File: src/rtl/noc_tg_pkg.sv
// Shared types, field-width helpers and LFSR taps for the mesh NoC traffic node.
package noc_tg_pkg;

  typedef enum logic [1:0] {
    ST_IDLE = 2'd0,
    ST_SEND = 2'd1,
    ST_GAP  = 2'd2,
    ST_DONE = 2'd3
  } tg_state_e;

  localparam logic MODE_FIXED  = 1'b0;
  localparam logic MODE_RANDOM = 1'b1;

  // Fibonacci taps at bits 0,2,3,5 realise x^16+x^14+x^13+x^11+1 for a right-shifting register.
  localparam logic [15:0] LFSR_TAPS = 16'h002D;

  function automatic int idx_w(input int n);
    return (n > 1) ? $clog2(n) : 1;
  endfunction

  function automatic int row_w(input int row_n);
    return idx_w(row_n);
  endfunction

  function automatic int col_w(input int col_m);
    return idx_w(col_m);
  endfunction

  function automatic int node_w(input int row_n, input int col_m);
    return idx_w(row_n * col_m);
  endfunction

  function automatic int packet_w(input int data_w, input int row_n, input int col_m);
    return data_w + row_w(row_n) + col_w(col_m);
  endfunction

endpackage

File: src/rtl/noc_tg_lfsr.sv
// 16-bit Fibonacci LFSR with seed load on reset and advance enable.
module noc_tg_lfsr
  import noc_tg_pkg::*;
#(
  parameter logic [15:0] SEED = 16'hACE1
) (
  input  logic        clk_i,
  input  logic        rst_i,
  input  logic        adv_i,
  output logic [15:0] lfsr_o,
  output logic [15:0] lfsr_nxt_o
);

  logic [15:0] lfsr_q;

  assign lfsr_nxt_o = {^(lfsr_q & LFSR_TAPS), lfsr_q[15:1]};
  assign lfsr_o     = lfsr_q;

  always_ff @(posedge clk_i) begin
    if (rst_i) begin
      lfsr_q <= SEED;
    end else if (adv_i) begin
      lfsr_q <= lfsr_nxt_o;
    end
  end

endmodule

File: src/rtl/mesh_noc_traffic_node.sv
// Per-node traffic generator and in-order checker for the XY mesh resource port.
// Define NOC_TG_CHECK_EN to build the receive checker and expected-seq table.
//
// state | meaning
// IDLE  | after reset, waiting for start_i
// SEND  | presenting a packet, injected when the router is not full
// GAP   | counting idle cycles between injections
// DONE  | run complete, waiting for start_i
module mesh_noc_traffic_node
  import noc_tg_pkg::*;
#(
  parameter int          ROW_N       = 3,
  parameter int          COL_M       = 3,
  parameter int          PCKT_DATA_W = 8,
  parameter int          ROW_IDX     = 0,
  parameter int          COL_IDX     = 0,
  parameter logic [15:0] LFSR_SEED   = 16'hACE1,
  localparam int         ROW_W       = row_w(ROW_N),
  localparam int         COL_W       = col_w(COL_M),
  localparam int         PACKET_W    = packet_w(PCKT_DATA_W, ROW_N, COL_M)
) (
  input  logic                clk_i,
  input  logic                rst_i,
  input  logic                start_i,
  input  logic                cfg_mode_i,
  input  logic [ROW_W-1:0]    cfg_dst_row_i,
  input  logic [COL_W-1:0]    cfg_dst_col_i,
  input  logic [15:0]         cfg_pckt_cnt_i,
  input  logic [7:0]          cfg_gap_i,
  output logic [PACKET_W-1:0] rsc_pckt_o,
  output logic                rsc_wren_o,
  input  logic                noc_full_i,
  input  logic                noc_ovrflw_i,
  input  logic [PACKET_W-1:0] noc_pckt_i,
  input  logic                noc_wren_i,
  output logic                rsc_full_o,
  output logic                rsc_ovrflw_o,
  output logic                busy_o,
  output logic                done_o,
  output logic [15:0]         tx_cnt_o,
  output logic [15:0]         rx_cnt_o,
  output logic [15:0]         err_cnt_o,
  output logic                ovrflw_seen_o
);

  localparam int NODE_W = node_w(ROW_N, COL_M);
  localparam int SEQ_W  = PCKT_DATA_W - NODE_W;
  localparam logic [NODE_W-1:0] MY_ID   = NODE_W'(ROW_IDX * COL_M + COL_IDX);
  localparam logic [ROW_W:0]    ROW_LIM = (ROW_W + 1)'(ROW_N);
  localparam logic [COL_W:0]    COL_LIM = (COL_W + 1)'(COL_M);

  tg_state_e state_q, state_nxt;
  logic start_go, accept, last_pckt;

  logic             mode_q;
  logic [ROW_W-1:0] dst_row_q;
  logic [COL_W-1:0] dst_col_q;
  logic [15:0]      pckt_cnt_q;
  logic [7:0]       gap_q, gap_cnt_q;
  logic [SEQ_W-1:0] seq_q, seq_sel;
  logic [15:0]      tx_cnt_q, rx_cnt_q;
  logic             ovrflw_q, busy_q, done_q;
  logic [PACKET_W-1:0] pckt_q;

  logic [15:0]      lfsr_cur, lfsr_nxt, lfsr_sel;
  logic             mode_sel;
  logic [ROW_W-1:0] rnd_row, dst_row_sel;
  logic [COL_W-1:0] rnd_col, dst_col_sel;
  logic             unused_lfsr_hi;

  noc_tg_lfsr #(.SEED(LFSR_SEED)) u_lfsr (
    .clk_i     (clk_i),
    .rst_i     (rst_i),
    .adv_i     (accept),
    .lfsr_o    (lfsr_cur),
    .lfsr_nxt_o(lfsr_nxt)
  );

  assign last_pckt = (tx_cnt_q + 16'd1) == pckt_cnt_q;

  always_comb begin
    state_nxt  = state_q;
    start_go   = 1'b0;
    accept     = 1'b0;
    rsc_wren_o = (state_q == ST_SEND) & ~noc_full_i;
    unique case (state_q)
      ST_IDLE, ST_DONE: begin
        if (start_i) begin
          start_go  = 1'b1;
          state_nxt = (cfg_pckt_cnt_i == 16'd0) ? ST_DONE : ST_SEND;
        end
      end
      ST_SEND: begin
        if (!noc_full_i) begin
          accept = 1'b1;
          if (last_pckt)           state_nxt = ST_DONE;
          else if (gap_q != 8'd0)  state_nxt = ST_GAP;
          else                     state_nxt = ST_SEND;
        end
      end
      ST_GAP: begin
        if (gap_cnt_q == 8'd0) state_nxt = ST_SEND;
      end
      default: state_nxt = ST_IDLE;
    endcase
  end

  // At start the packet uses the live LFSR; after an acceptance it uses the advanced value.
  always_comb begin
    mode_sel = start_go ? cfg_mode_i : mode_q;
    lfsr_sel = start_go ? lfsr_cur : lfsr_nxt;
    rnd_row  = lfsr_sel[ROW_W-1:0];
    rnd_col  = lfsr_sel[ROW_W+COL_W-1:ROW_W];
    if ({1'b0, rnd_row} >= ROW_LIM) rnd_row = rnd_row - ROW_LIM[ROW_W-1:0];
    if ({1'b0, rnd_col} >= COL_LIM) rnd_col = rnd_col - COL_LIM[COL_W-1:0];
    dst_row_sel = rnd_row;
    dst_col_sel = rnd_col;
    unique case (mode_sel)
      MODE_FIXED: begin
        dst_row_sel = start_go ? cfg_dst_row_i : dst_row_q;
        dst_col_sel = start_go ? cfg_dst_col_i : dst_col_q;
      end
      MODE_RANDOM: begin
        dst_row_sel = rnd_row;
        dst_col_sel = rnd_col;
      end
      default: ;
    endcase
    seq_sel = start_go ? '0 : seq_q + SEQ_W'(1);
  end

  assign unused_lfsr_hi = ^lfsr_sel[15:ROW_W+COL_W];

  always_ff @(posedge clk_i) begin
    if (rst_i) begin
      state_q <= ST_IDLE;
      busy_q  <= 1'b0;
      done_q  <= 1'b0;
    end else begin
      state_q <= state_nxt;
      busy_q  <= (state_nxt == ST_SEND) || (state_nxt == ST_GAP);
      done_q  <= (state_nxt == ST_DONE);
    end
  end

  always_ff @(posedge clk_i) begin
    if (rst_i) begin
      mode_q     <= MODE_FIXED;
      dst_row_q  <= '0;
      dst_col_q  <= '0;
      pckt_cnt_q <= '0;
      gap_q      <= '0;
      gap_cnt_q  <= '0;
      seq_q      <= '0;
      tx_cnt_q   <= '0;
      rx_cnt_q   <= '0;
      ovrflw_q   <= 1'b0;
      pckt_q     <= '0;
    end else begin
      if (start_go) begin
        mode_q     <= cfg_mode_i;
        dst_row_q  <= cfg_dst_row_i;
        dst_col_q  <= cfg_dst_col_i;
        pckt_cnt_q <= cfg_pckt_cnt_i;
        gap_q      <= cfg_gap_i;
        seq_q      <= '0;
        tx_cnt_q   <= '0;
        pckt_q     <= {dst_row_sel, dst_col_sel, MY_ID, seq_sel};
      end else if (accept) begin
        seq_q     <= seq_sel;
        gap_cnt_q <= gap_q - 8'd1;
        pckt_q    <= {dst_row_sel, dst_col_sel, MY_ID, seq_sel};
        if (tx_cnt_q != 16'hFFFF) tx_cnt_q <= tx_cnt_q + 16'd1;
      end else if (state_q == ST_GAP && gap_cnt_q != 8'd0) begin
        gap_cnt_q <= gap_cnt_q - 8'd1;
      end

      if (start_go)                             rx_cnt_q <= '0;
      else if (noc_wren_i && rx_cnt_q != 16'hFFFF) rx_cnt_q <= rx_cnt_q + 16'd1;

      // An overflow in the same cycle as start must not be lost.
      if (noc_ovrflw_i)  ovrflw_q <= 1'b1;
      else if (start_go) ovrflw_q <= 1'b0;
    end
  end

`ifdef NOC_TG_CHECK_EN
  localparam logic [ROW_W-1:0] MY_ROW   = ROW_W'(ROW_IDX);
  localparam logic [COL_W-1:0] MY_COL   = COL_W'(COL_IDX);
  localparam logic [NODE_W:0]  NODE_LIM = (NODE_W + 1)'(ROW_N * COL_M);

  logic [ROW_W-1:0]  rx_row;
  logic [COL_W-1:0]  rx_col;
  logic [NODE_W-1:0] rx_src;
  logic [SEQ_W-1:0]  rx_seq;
  logic              rx_src_ok, rx_err;
  logic [SEQ_W-1:0]  exp_q [2**NODE_W];
  logic [15:0]       err_cnt_q;

  assign rx_row    = noc_pckt_i[PACKET_W-1 -: ROW_W];
  assign rx_col    = noc_pckt_i[PCKT_DATA_W+COL_W-1 -: COL_W];
  assign rx_src    = noc_pckt_i[PCKT_DATA_W-1 -: NODE_W];
  assign rx_seq    = noc_pckt_i[SEQ_W-1:0];
  assign rx_src_ok = {1'b0, rx_src} < NODE_LIM;
  assign rx_err    = (rx_row != MY_ROW) || (rx_col != MY_COL) || !rx_src_ok ||
                     (rx_seq != exp_q[rx_src]);

  // The table follows the last seq seen so one lost packet costs a single error.
  always_ff @(posedge clk_i) begin
    if (rst_i || start_go) begin
      for (int i = 0; i < 2**NODE_W; i++) exp_q[i] <= '0;
      err_cnt_q <= '0;
    end else if (noc_wren_i) begin
      if (rx_err && err_cnt_q != 16'hFFFF) err_cnt_q <= err_cnt_q + 16'd1;
      if (rx_src_ok) exp_q[rx_src] <= rx_seq + SEQ_W'(1);
    end
  end

  assign err_cnt_o = err_cnt_q;
`else
  logic unused_rx_pckt;
  assign unused_rx_pckt = ^noc_pckt_i;
  assign err_cnt_o      = '0;
`endif

  assign rsc_pckt_o    = pckt_q;
  assign rsc_full_o    = 1'b0;
  assign rsc_ovrflw_o  = 1'b0;
  assign busy_o        = busy_q;
  assign done_o        = done_q;
  assign tx_cnt_o      = tx_cnt_q;
  assign rx_cnt_o      = rx_cnt_q;
  assign ovrflw_seen_o = ovrflw_q;

endmodule

File: config.mk
export PLATFORM = sky130hd
export DESIGN_NAME = mesh_noc_traffic_node
export DESIGN_NICKNAME = d
export VERILOG_FILES = /design/src/rtl/noc_tg_pkg.sv /design/src/rtl/noc_tg_lfsr.sv /design/src/rtl/mesh_noc_traffic_node.sv
export SDC_FILE = /design/constraint.sdc
export NUM_CORES = 1
export LEC_CHECK = 0
export ABC_AREA = 1
export BUFFER_PORTS_ARGS = -buffer_cell sky130_fd_sc_hd__buf_4
export CORE_MARGIN = 1
export CORE_UTILIZATION = 59
export DETAILED_ROUTE_END_ITERATION = 8
export PLACE_DENSITY = 0.86
export SYNTH_ARGS = -nofsm -noshare
export SYNTH_HDL_FRONTEND = slang
export SYNTH_SLANG_ARGS = --single-unit
File: constraint.sdc
create_clock -name clk_i -period 6.5 [get_ports clk_i]
set_clock_uncertainty 0.2 [all_clocks]
set_input_delay 0.325 -clock clk_i [delete_from_list [all_inputs] [get_ports clk_i]]
set_output_delay 0.325 -clock clk_i [all_outputs]
set_load 0.05 [all_outputs]
==> flow_summary_export.csv, run 1 <==
group,metric,value,unit
clock_tree,insertion_delay,0.37,ns
layout,drive_gt1_share,15.1,%
yosys,syn_inst,714,
layout,final_util,71.0,%
timing,final_hold_viol_count,0,
floorplanning,io_pins,113,
timing,layout_min_cycle_time,3.15,ns
setup_path,criticalPathCategory,"register to register",
power,p_leak,2.64,nW
setup_path,crit_buf_inv,4,
placed_design,dp.cells,875,
setup_path,endpoint_kind,"register",
floorplanning,core-area,0.00826,sq mm
setup_path,worst_ep_arrival_time,3.21,ns
clock_tree,postCtsSetupBuffers,0,
setup_path,path_cells,"inv_1, ha_1, inv_1, nor2_4, inv_2, o21ai_2, ha_1, and2_1, nand2_1, nor2_1, nand2_1, xor2_1, o211ai_1, inv_1",
timing,maxSlewViolCount,0,
power,vdd_ir_drop_max,0.298,mV
yosys,synth_area,0.00507,sq mm
timing,setup_viol,0,
floorplanning,dieArea,0.00898,sq mm
placed_design,place_area,0.00563,sq mm
layout,diodes,0,
clock_tree,cts_root_buf,"clkbuf_8",
layout,final_cell_mix,"128 x nand2_1, 102 x dfxtp_1, 85 x nor2_1, 81 x buf_4, 73 x inv_1",
floorplanning,initial_utilization,61.5,%
detailed_routing,drt_wl_total,11900,um
yosys,ys.flop_type,"dfxtp_1",
detailed_routing,postRouteAntennaNets,0,
outcome,outcome,"completed",
yosys,synth_edf_count,0,
detailed_routing,drc,0,
global_route,grt_max_degree,50,
layout,final_cells,891,
placed_design,hpwl,8380,um
layout,area_delta_synth_final,15.5,%
floorplanning,die_height,94.7,um
clock_tree,path_clk_slew,0.10,ns
setup_path,start_kind,"register",
yosys,yosysSeqAreaShare,40.2,%
timing,tightest_slew,1.32,ns
global_route,track_usage,27.8,%
min_path,min_path_type,"input pin to register",
layout,layout_commonest_cell,"nand2_1",
clock_tree,ctsHoldBuffers,1,
placed_design,place_congestion,0.894,
clock_tree,ctsResizeCount,0,
clock_tree,cts_tree,"done",
detailed_routing,wl_per_cell,13.3,um
clock_tree,numCtsBuffers,9,
yosys,synthDistinctLibCells,44,
global_route,grt_pass1_vias,4449,
setup_path,crit_family,"simple AND/OR/NAND/NOR gates",
layout,fin_nets,836,
global_route,grt_antenna_before_repair,0,
timing,fin_setup_tns,0,ns
setup_path,slowest_delay,0.44,ns
setup_path,crit_slowest_cell,"nor2_4",
timing,post-route-period-util,48.4,%
timing,slew_headroom,11.2,%
yosys,ys_warn_count,0,
clock_tree,cts_sinks,102,
setup_path,crit_path_frequent_cell,"inv_1",
detailed_routing,drt_iter0_markers,196,
yosys,async_reset_ff_share,0,%
floorplanning,die_x,94.7,um
power,p_per_area,386,mW/mm^2
layout,final_area,0.00586,sq mm
placed_design,port_buffers,78,
detailed_routing,dr.pass1.iters,6,
flow_run,cap_violations,0,
timing,max_freq,318,MHz
global_route,grt_overflow,0,
setup_path,crit_fanout,36,
yosys,synth_seq_cells,102,
detailed_routing,vias,4817,
clock_tree,h-tree-depth,3,
timing,rsz0062_at_grt,"false",
detailed_routing,vias_per_cell,5.41,
clock_tree,cts_buffer_depth,2,
global_route,grt_pass1_wl,19700,um
floorplanning,fp-row-count,33,
setup_path,required,6.57,ns
yosys,syn_area_per_cell,7.11,sq um
==> cells by family (layout without fill, tap and decap cells) <==
logic type / after synthesis / count (layout) / share of synthesized area [%]
AO/OA/AOI/OAI: 158 / 158 / 16.7
XOR/XNOR: 15 / 15 / 3.16
adder cells (fa/ha/maj): 7 / 7 / 1.73
buffers and inverters: 124 / 175 / 10.9
flip-flops: 102 / 102 / 40.2
multiplexers: 5 / 5 / 0.986
other: 1 / 22 / 0.0739
AND/OR/NAND/NOR: 302 / 302 / 26.2
==> layer usage <==
metal  share of wire [%]  global-route usage (%)  vias up
met2                  49                    48.3      144
li1                    -                       -     2436
met3                 4.5                    3.62       27
met4                 3.1                    13.8        0
met5                   0                       0        -
met1                  44                    33.6     2210
==> state kept, by name (all words and copies together), names as in the netlist, 2 cells and up <==
register       flops
pckt_cnt_q        16
rx_cnt_o          16
tx_cnt_o          16
u_lfsr.lfsr_o     16
gap_cnt_q          8
gap_q              8
rsc_pckt_o         8
seq_q              4
dst_col_q          2
dst_row_q          2
state_q            2
==> area by class of cell <==
cell class / instances / area, sq um
Clock inverter: 5 / 81.3
Multi-Input combinational cell: 509 / 2560
Inverter: 78 / 293
Tap cell: 105 / 131
Fill cell: 729 / 2400
Timing Repair Buffer: 82 / 618
Clock buffer: 10 / 138
Sequential cell: 102 / 2040
==> power by group <==
group / switching [W] / leakage, nW / internal [W]
combinational: 0.000651 / 1.69 / 0.000322
clock: 0.000221 / 0.109 / 0.000226
sequential: 0.0000850 / 0.834 / 0.000757
total: 0.000957 / 2.64 / 0.00131
==> stage by stage <==
| step | total power (W) | setup slack [ns] | hold WS [ns] |
|---|---|---|---|
| 4_1_cts | 0.00226 | 3.41 | 0.00273 |
| 2_1_floorplan | 0.00160 | 3.73 | 0.229 |
| 5_1_grt | 0.00241 | 3.12 | 0.0275 |
| 6_report | 0.00226 | 3.35 | 0.00611 |
| 3_5_place_dp | 0.00181 | 3.45 | 0.242 |
| 3_3_place_gp | 0.00177 | 3.56 | 0.238 |
==> worst paths after layout <==
check | end | startpoint | cells past startpoint | slack [ns]
worst max-delay path | gap_cnt_q[6]$_SDFFE_PP0P_ | state_q[1]$_SDFF_PP0_ | 14 | 3.35
worst min-delay path | pckt_cnt_q[0]$_SDFFE_PP0P_ | cfg_pckt_cnt_i[0] | 3 | 0.006
worst max register to register | gap_cnt_q[6]$_SDFFE_PP0P_ | state_q[1]$_SDFF_PP0_ | 14 | 3.35
worst min register to register | u_lfsr.lfsr_o[7]$_SDFFE_PP1P_ | u_lfsr.lfsr_o[7]$_SDFFE_PP1P_ | 2 | 0.28
==> worst register-to-register path, cell delays in order (launching register included) <==
cell      delay, ns
dfxtp_1        0.34
inv_1          0.10
ha_1           0.15
inv_1          0.08
nor2_4         0.44
inv_2          0.40
o21ai_2        0.28
ha_1           0.19
and2_1         0.15
nand2_1        0.08
nor2_1         0.15
nand2_1        0.08
xor2_1         0.15
o211ai_1       0.19
inv_1          0.06
==> Yosys cell counts (2+ instances only) <==
cell      instances  area share, %
nand3_1          40            3.9
o21a_1            2           0.30
o21ai_0          71            7.0
buf_2             4           0.39
nor2_4            5            1.1
o21ai_1           4           0.39
dfxtp_1         102             40
xnor2_1           6            1.0
a211oi_1          2           0.30
mux2i_1           5           0.99
buf_1             4           0.30
a31oi_1           4           0.49
nor2_1           85            6.3
nand3b_1          3           0.44
inv_2             4           0.30
buf_4            22            3.3
o211ai_1          5           0.74
nand2_2           3           0.37
inv_1            73            5.4
and2_1            2           0.25
o21bai_1          4           0.59
clkbuf_1         16            1.2
or2_2             4           0.49
nor3_1            7           0.69
xor2_1            7            1.2
nand4_1          11            1.4
nor4_1            6           0.74
a21oi_1          61            6.0
nor2_2            4           0.49
nand2_1         128            9.5
ha_1              7            1.7
(Power assumes the default switching activity.)
==> inputs of run 2 (changes only) <==
--- a/config.mk
+++ b/config.mk
@@ -8,9 +8,9 @@
 export ABC_AREA = 1
 export BUFFER_PORTS_ARGS = -buffer_cell sky130_fd_sc_hd__buf_4
 export CORE_MARGIN = 1
-export CORE_UTILIZATION = 59
+export CORE_UTILIZATION = 54
 export DETAILED_ROUTE_END_ITERATION = 8
-export PLACE_DENSITY = 0.86
+export PLACE_DENSITY = 0.8
 export SYNTH_ARGS = -nofsm -noshare
 export SYNTH_HDL_FRONTEND = slang
 export SYNTH_SLANG_ARGS = --single-unit
==> constraint.sdc (replaced) <==
create_clock -name clk_i -period 3.3 [get_ports clk_i]
set_clock_uncertainty 0.2 [all_clocks]
set_input_delay 0.165 -clock clk_i [delete_from_list [all_inputs] [get_ports clk_i]]
set_output_delay 0.165 -clock clk_i [all_outputs]
set_load 0.05 [all_outputs]
==> run 2 against run 1 <==
Net effect:
- power rose by 99%
- clock power grew 87%
- count of clock-buffer cells in the layout is 1 lower
- final area rose by 6.4%
- fmax rose by 4.4%
- combinational power up 110%
- non-clock buffer count is 38 higher
- die area rose by 9.1%
- final cell count grew 5.2%
- worst hold slack better by 0.021 ns
==> flow_summary_export.csv, run 2 (synthesis results as in run 1) <==
group,metric,value,unit
power,p_leak,2.80,nW
detailed_routing,drt_wl_total,12300,um
clock_tree,cts_tree,"done",
setup_path,path_cells,"inv_1, ha_1, inv_1, nor2_4, inv_2, nor2_1, inv_1, o21ai_0, a21oi_1",
layout,final_cell_mix,"128 x nand2_1, 102 x dfxtp_1, 85 x nor2_1, 83 x buf_4, 73 x inv_1",
floorplanning,die_x,98.9,um
global_route,use_met1,30.9,%
setup_path,regToRegEndpoint,"tx_cnt_o[7]$_SDFFE_PP0P_",
detailed_routing,wl_per_cell,13.1,um
global_route,grt_busiest_layer,"met2",
timing,tightest_slew,0.935,ns
clock_tree,ctsResizeCount,0,
power,p_per_area,723,mW/mm^2
min_path,min_to,"mode_q$_SDFF_PP0_",
global_route,track_usage,25.8,%
setup_path,start_kind,"register",
layout,seq_area,0.00204,sq mm
setup_path,crit_family,"simple AND/OR/NAND/NOR gates",
setup_path,crit_fanout,36,
timing,layout_min_cycle_time,3.01,ns
setup_path,crit_slowest_cell,"nor2_1",
timing,fin_setup_tns,0,ns
timing,maxSlewViolCount,0,
clock_tree,cts_buffer_depth,2,
clock_tree,h-tree-depth,3,
setup_path,rr_startpoint,"state_q[1]$_SDFF_PP0_",
global_route,grt_antenna_before_repair,1,
timing,fin_hold_ws,0.0269,ns
detailed_routing,vias,5007,
layout,fin_nets,874,
global_route,use_met2,45.0,%
global_route,met3_usage,4.54,%
flow_run,cap_violations,0,
setup_path,criticalPathCategory,"register to register",
power,vdd_ir_drop_max,0.601,mV
clock_tree,insertion_delay,0.38,ns
clock_tree,cts_sinks,102,
layout,multi_input_area,0.00256,sq mm
clock_tree,cts_root_buf,"clkbuf_8",
global_route,grt_max_degree,49,
clock_tree,path_clk_slew,0.11,ns
floorplanning,fp-row-count,35,
timing,rsz0062_at_grt,"false",
min_path,min_delay_path_depth,3,
timing,max_freq,332,MHz
setup_path,reg2reg_slack,0.29,ns
setup_path,crit_path_frequent_cell,"inv_1",
setup_path,reg2regPathDepth,9,
layout,drive_gt1_share,14.8,%
setup_path,required,3.35,ns
timing,post-route-period-util,91.3,%
setup_path,slowest_delay,0.79,ns
floorplanning,io_pins,113,
floorplanning,die_height,98.9,um
detailed_routing,dr.pass1.iters,5,
layout,layout_commonest_cell,"nand2_1",
global_route,grt_pass1_vias,4643,
global_route,grt_overflow,0,
setup_path,crit_buf_inv,4,
power,power,0.00451,W
timing,slew_headroom,37.2,%
timing,setup_viol,0,
global_route,grt_pass1_wl,20500,um
min_path,min-delay-start,"cfg_mode_i",
detailed_routing,vias_per_cell,5.34,
outcome,outcome,"completed",
floorplanning,initial_utilization,55.4,%
placed_design,place_congestion,0.901,
placed_design,hpwl,8230,um
detailed_routing,postRouteAntennaNets,0,
setup_path,endpoint_kind,"register",
layout,fill_cells,760,
layout,area_delta_synth_final,22.9,%
floorplanning,dieArea,0.00979,sq mm
clock_tree,numCtsBuffers,9,
floorplanning,core-area,0.00915,sq mm
min_path,min_path_type,"input pin to register",
timing,final_hold_viol_count,0,
placed_design,port_buffers,78,
detailed_routing,drt_iter0_markers,257,
setup_path,worst_ep_arrival_time,3.06,ns
detailed_routing,drc,0,
run 2: what timing repair did:
action | CTS | global route
buffers inserted | 0 | 0
endpoints found under the hold margin | 43 | 0
hold buffers | 37 | 0
run 2: report_power, final:
group          switching (W)  total, W  internal (W)
Combinational        0.00132   0.00201      0.000688
Sequential          0.000170   0.00166       0.00149
Clock               0.000471  0.000838      0.000367
run 2: per-stage QoR:
step | cells | utilization [%] | area [sq um] | setup WS, ns
3_3_place_gp | 883 | 61.8 | 5660 | 0.435
2_1_floorplan | 735 | - | 5150 | 0.532
5_1_grt | 937 | 68.1 | 6240 | 0.0364
4_1_cts | 936 | 68.1 | 6230 | 0.333
3_5_place_dp | 883 | 61.8 | 5660 | 0.382
6_report | 937 | 68.1 | 6240 | 0.286
run 2: worst max path at each step:
stage,endpoint,startpoint,cells after the start
6_report,tx_cnt_o[7]$_SDFFE_PP0P_,state_q[1]$_SDFF_PP0_,9
5_1_grt,tx_cnt_o[0]$_SDFFE_PP0P_,state_q[1]$_SDFF_PP0_,9
4_1_cts,tx_cnt_o[7]$_SDFFE_PP0P_,state_q[1]$_SDFF_PP0_,9
3_5_place_dp,tx_cnt_o[0]$_SDFFE_PP0P_,state_q[1]$_SDFF_PP0_,9
3_3_place_gp,tx_cnt_o[0]$_SDFFE_PP0P_,state_q[1]$_SDFF_PP0_,9
2_1_floorplan,busy_o$_SDFF_PP0_,tx_cnt_o[0]$_SDFFE_PP0P_,18
run 2: worst register-to-register path, delay by kind of cell, from the launching register on:
family | cells | cell delay [ns]
compound gates | 2 | 0.44
fa+ha+maj | 1 | 0.16
simple gates | 2 | 0.88
flops | 1 | 0.33
buf+inv | 4 | 0.88
run 2: metal layers:
layer / vias to the layer above / share of wire [%]
met5: - / 0
met4: 0 / 3.6
met3: 43 / 4.9
met2: 159 / 49
met1: 2290 / 43
li1: 2515 / -
run 2: area by class of cell:
class / count / share of cell area (%)
Timing Repair Buffer: 120 / 15.9
Tap cell: 111 / 2.23
Multi-Input combinational cell: 509 / 41.0
Clock inverter: 7 / 1.36
Inverter: 78 / 4.69
Sequential cell: 102 / 32.7
Antenna cell: 1 / 0.0401
Clock buffer: 9 / 1.99
==> inputs of run 3 (changes only) <==
--- a/config.mk
+++ b/config.mk
@@ -6,11 +6,11 @@
 export NUM_CORES = 1
 export LEC_CHECK = 0
 export ABC_AREA = 1
-export BUFFER_PORTS_ARGS = -buffer_cell sky130_fd_sc_hd__buf_4
 export CORE_MARGIN = 1
-export CORE_UTILIZATION = 54
+export CORE_UTILIZATION = 63
 export DETAILED_ROUTE_END_ITERATION = 8
-export PLACE_DENSITY = 0.8
+export DONT_BUFFER_PORTS = 1
+export PLACE_DENSITY = 0.79
 export SYNTH_ARGS = -nofsm -noshare
 export SYNTH_HDL_FRONTEND = slang
 export SYNTH_SLANG_ARGS = --single-unit
==> run 3 against run 2 <==
Net effect:
- critical endpoint is now tx_cnt_o[0]$_SDFFE_PP0P_
- largest power group unchanged
- global-route usage grew 3.7 points
- final area is 6.8% lower
- sequential cell count did not move
- fmax rose by 3.4%
==> flow_summary_export.csv, run 3 (synthesis results as in run 1) <==
group,metric,value,unit
timing,rsz0062_at_grt,"false",
flow_run,cap_violations,0,
floorplanning,core-area,0.00777,sq mm
clock_tree,cts_root_buf,"clkbuf_8",
global_route,grt_antenna_before_repair,0,
placed_design,place_area,0.00524,sq mm
layout,layout_commonest_cell,"nand2_1",
setup_path,endpoint_kind,"register",
setup_path,start_kind,"register",
layout,drive_gt1_share,8.83,%
floorplanning,initial_utilization,65.3,%
clock_tree,path_clk_slew,0.10,ns
detailed_routing,vias_per_cell,5.56,
timing,setup_ws,0.387,ns
global_route,grt_overflow,0,
global_route,grt_max_degree,49,
clock_tree,ctsResizeCount,0,
power,p_leak,2.52,nW
timing,maxSlewViolCount,0,
layout,final_cell_mix,"128 x nand2_1, 102 x dfxtp_1, 85 x nor2_1, 73 x inv_1, 71 x o21ai_0",
floorplanning,dieArea,0.00842,sq mm
detailed_routing,drt_wl_total,11900,um
min_path,min_delay_path_depth,5,
floorplanning,die_x,91.8,um
setup_path,regToRegEndpoint,"tx_cnt_o[0]$_SDFFE_PP0P_",
setup_path,required,3.41,ns
clock_tree,h-tree-depth,3,
clock_tree,cts_buffer_depth,2,
setup_path,crit_fanout,17,
global_route,grt_pass1_vias,4504,
timing,layout_min_cycle_time,2.91,ns
power,p_per_area,758,mW/mm^2
detailed_routing,postRouteAntennaNets,0,
detailed_routing,drc,0,
layout,diodes,0,
timing,max_freq,343,MHz
placed_design,hpwl,8110,um
floorplanning,io_pins,113,
placed_design,pre_cts_slack,0.465,ns
layout,fin_nets,819,
timing,slew_headroom,34.1,%
clock_tree,insertion_delay,0.39,ns
min_path,min_path_type,"input pin to register",
setup_path,worst_ep_arrival_time,3.02,ns
detailed_routing,vias,4845,
min_path,min_to,"state_q[1]$_SDFF_PP0_",
timing,post-route-period-util,88.3,%
placed_design,place_congestion,0.850,
clock_tree,numCtsBuffers,9,
floorplanning,fp-row-count,32,
layout,final_area,0.00581,sq mm
placed_design,port_buffers,0,
timing,tightest_slew,0.986,ns
detailed_routing,wl_per_cell,13.7,um
setup_path,criticalPathCategory,"register to register",
setup_path,rr_startpoint,"state_q[1]$_SDFF_PP0_",
timing,fin_setup_tns,0,ns
detailed_routing,dr.pass1.iters,5,
clock_tree,cts_sinks,102,
setup_path,reg2reg_slack,0.39,ns
layout,fill_cells,580,
floorplanning,die_height,91.8,um
power,vdd_ir_drop_max,0.416,mV
outcome,outcome,"completed",
clock_tree,cts_tree,"done",
global_route,track_usage,29.6,%
setup_path,reg2regPathDepth,9,
layout,area_delta_synth_final,14.6,%
timing,final_hold_viol_count,0,
min_path,min-delay-start,"cfg_pckt_cnt_i[12]",
global_route,grt_pass1_wl,20000,um
timing,setup_viol,0,
detailed_routing,drt_iter0_markers,287,
## run 3: changes by cell type in the layout (fill, tap and decap cells not counted)
| cell | delta |
|---|---|
| o21ai_0 | +1 |
| clkinv_8 | +1 |
| buf_4 | -54 |
| clkinv_4 | +1 |
| clkinvlp_4 | -1 |
| inv_8 | -1 |
| diode_2 | -1 |
| o21ai_1 | -1 |
| dlygate4sd3_1 | -1 |
## run 3: worst max-delay path by stage
stage,from,end,slack [ns]
floorplan,tx_cnt_o[0]$_SDFFE_PP0P_,busy_o$_SDFF_PP0_,0.53
CTS,state_q[1]$_SDFF_PP0_,tx_cnt_o[0]$_SDFFE_PP0P_,0.45
global route,state_q[1]$_SDFF_PP0_,tx_cnt_o[0]$_SDFFE_PP0P_,0.28
detailed placement,state_q[1]$_SDFF_PP0_,tx_cnt_o[0]$_SDFFE_PP0P_,0.47
finish,state_q[1]$_SDFF_PP0_,tx_cnt_o[0]$_SDFFE_PP0P_,0.39
global placement,tx_cnt_o[1]$_SDFFE_PP0P_,tx_cnt_o[0]$_SDFFE_PP0P_,0.58
## run 3: metal layers
layer | vias up | track usage (%) | routed length (um)
met5 | - | 0 | 0
met4 | 0 | 14.6 | 421
met2 | 175 | 51.3 | 5850
met1 | 2234 | 34.8 | 4960
li1 | 2403 | - | -
met3 | 33 | 5.89 | 686
## run 3: critical path, cell delays in order (launching register included)
cell,delay (ns)
dfxtp_1,0.34
inv_1,0.11
ha_1,0.16
inv_1,0.08
nor2_4,0.13
inv_2,0.11
nor2_1,0.77
inv_1,0.51
or2_0,0.34
a21oi_1,0.11
## run 3: area by class of cell
| type | count | area (sq um) | share of cell area (%) |
|---|---|---|---|
| tap | 102 | 128 | 2.19 |
| multi-input combinational | 509 | 2560 | 44.0 |
| clock inverter | 7 | 91.3 | 1.57 |
| clock buffer | 9 | 124 | 2.13 |
| inverter | 78 | 293 | 5.04 |
| sequential | 102 | 2040 | 35.1 |
| timing repair buffer | 65 | 578 | 9.94 |
## run 3: power breakdown
part / switching, W / internal, W
combinational: 0.00118 / 0.000607
clock: 0.000481 / 0.000369
sequential: 0.000272 / 0.00149
total: 0.00194 / 0.00247
## run 3: timing repair
action | 4_1_cts | 5_1_grt
buffers inserted | 0 | 0
hold buffers | 36 | 0
endpoints found under the hold margin | 58 | 0
## run 3: through the flow
| stage | util (%) | cells | hold WS (ns) | power [W] |
|---|---|---|---|---|
| after floorplan | - | 735 | 0.0824 | 0.00314 |
| after global routing | 74.9 | 872 | 0.0537 | 0.00472 |
| final | 74.9 | 872 | 0.0308 | 0.00441 |
| after global placement | 67.4 | 820 | 0.0326 | 0.00342 |
| after detailed placement | 67.4 | 820 | 0.0340 | 0.00350 |
| after CTS | 74.9 | 872 | 0.0153 | 0.00439 |
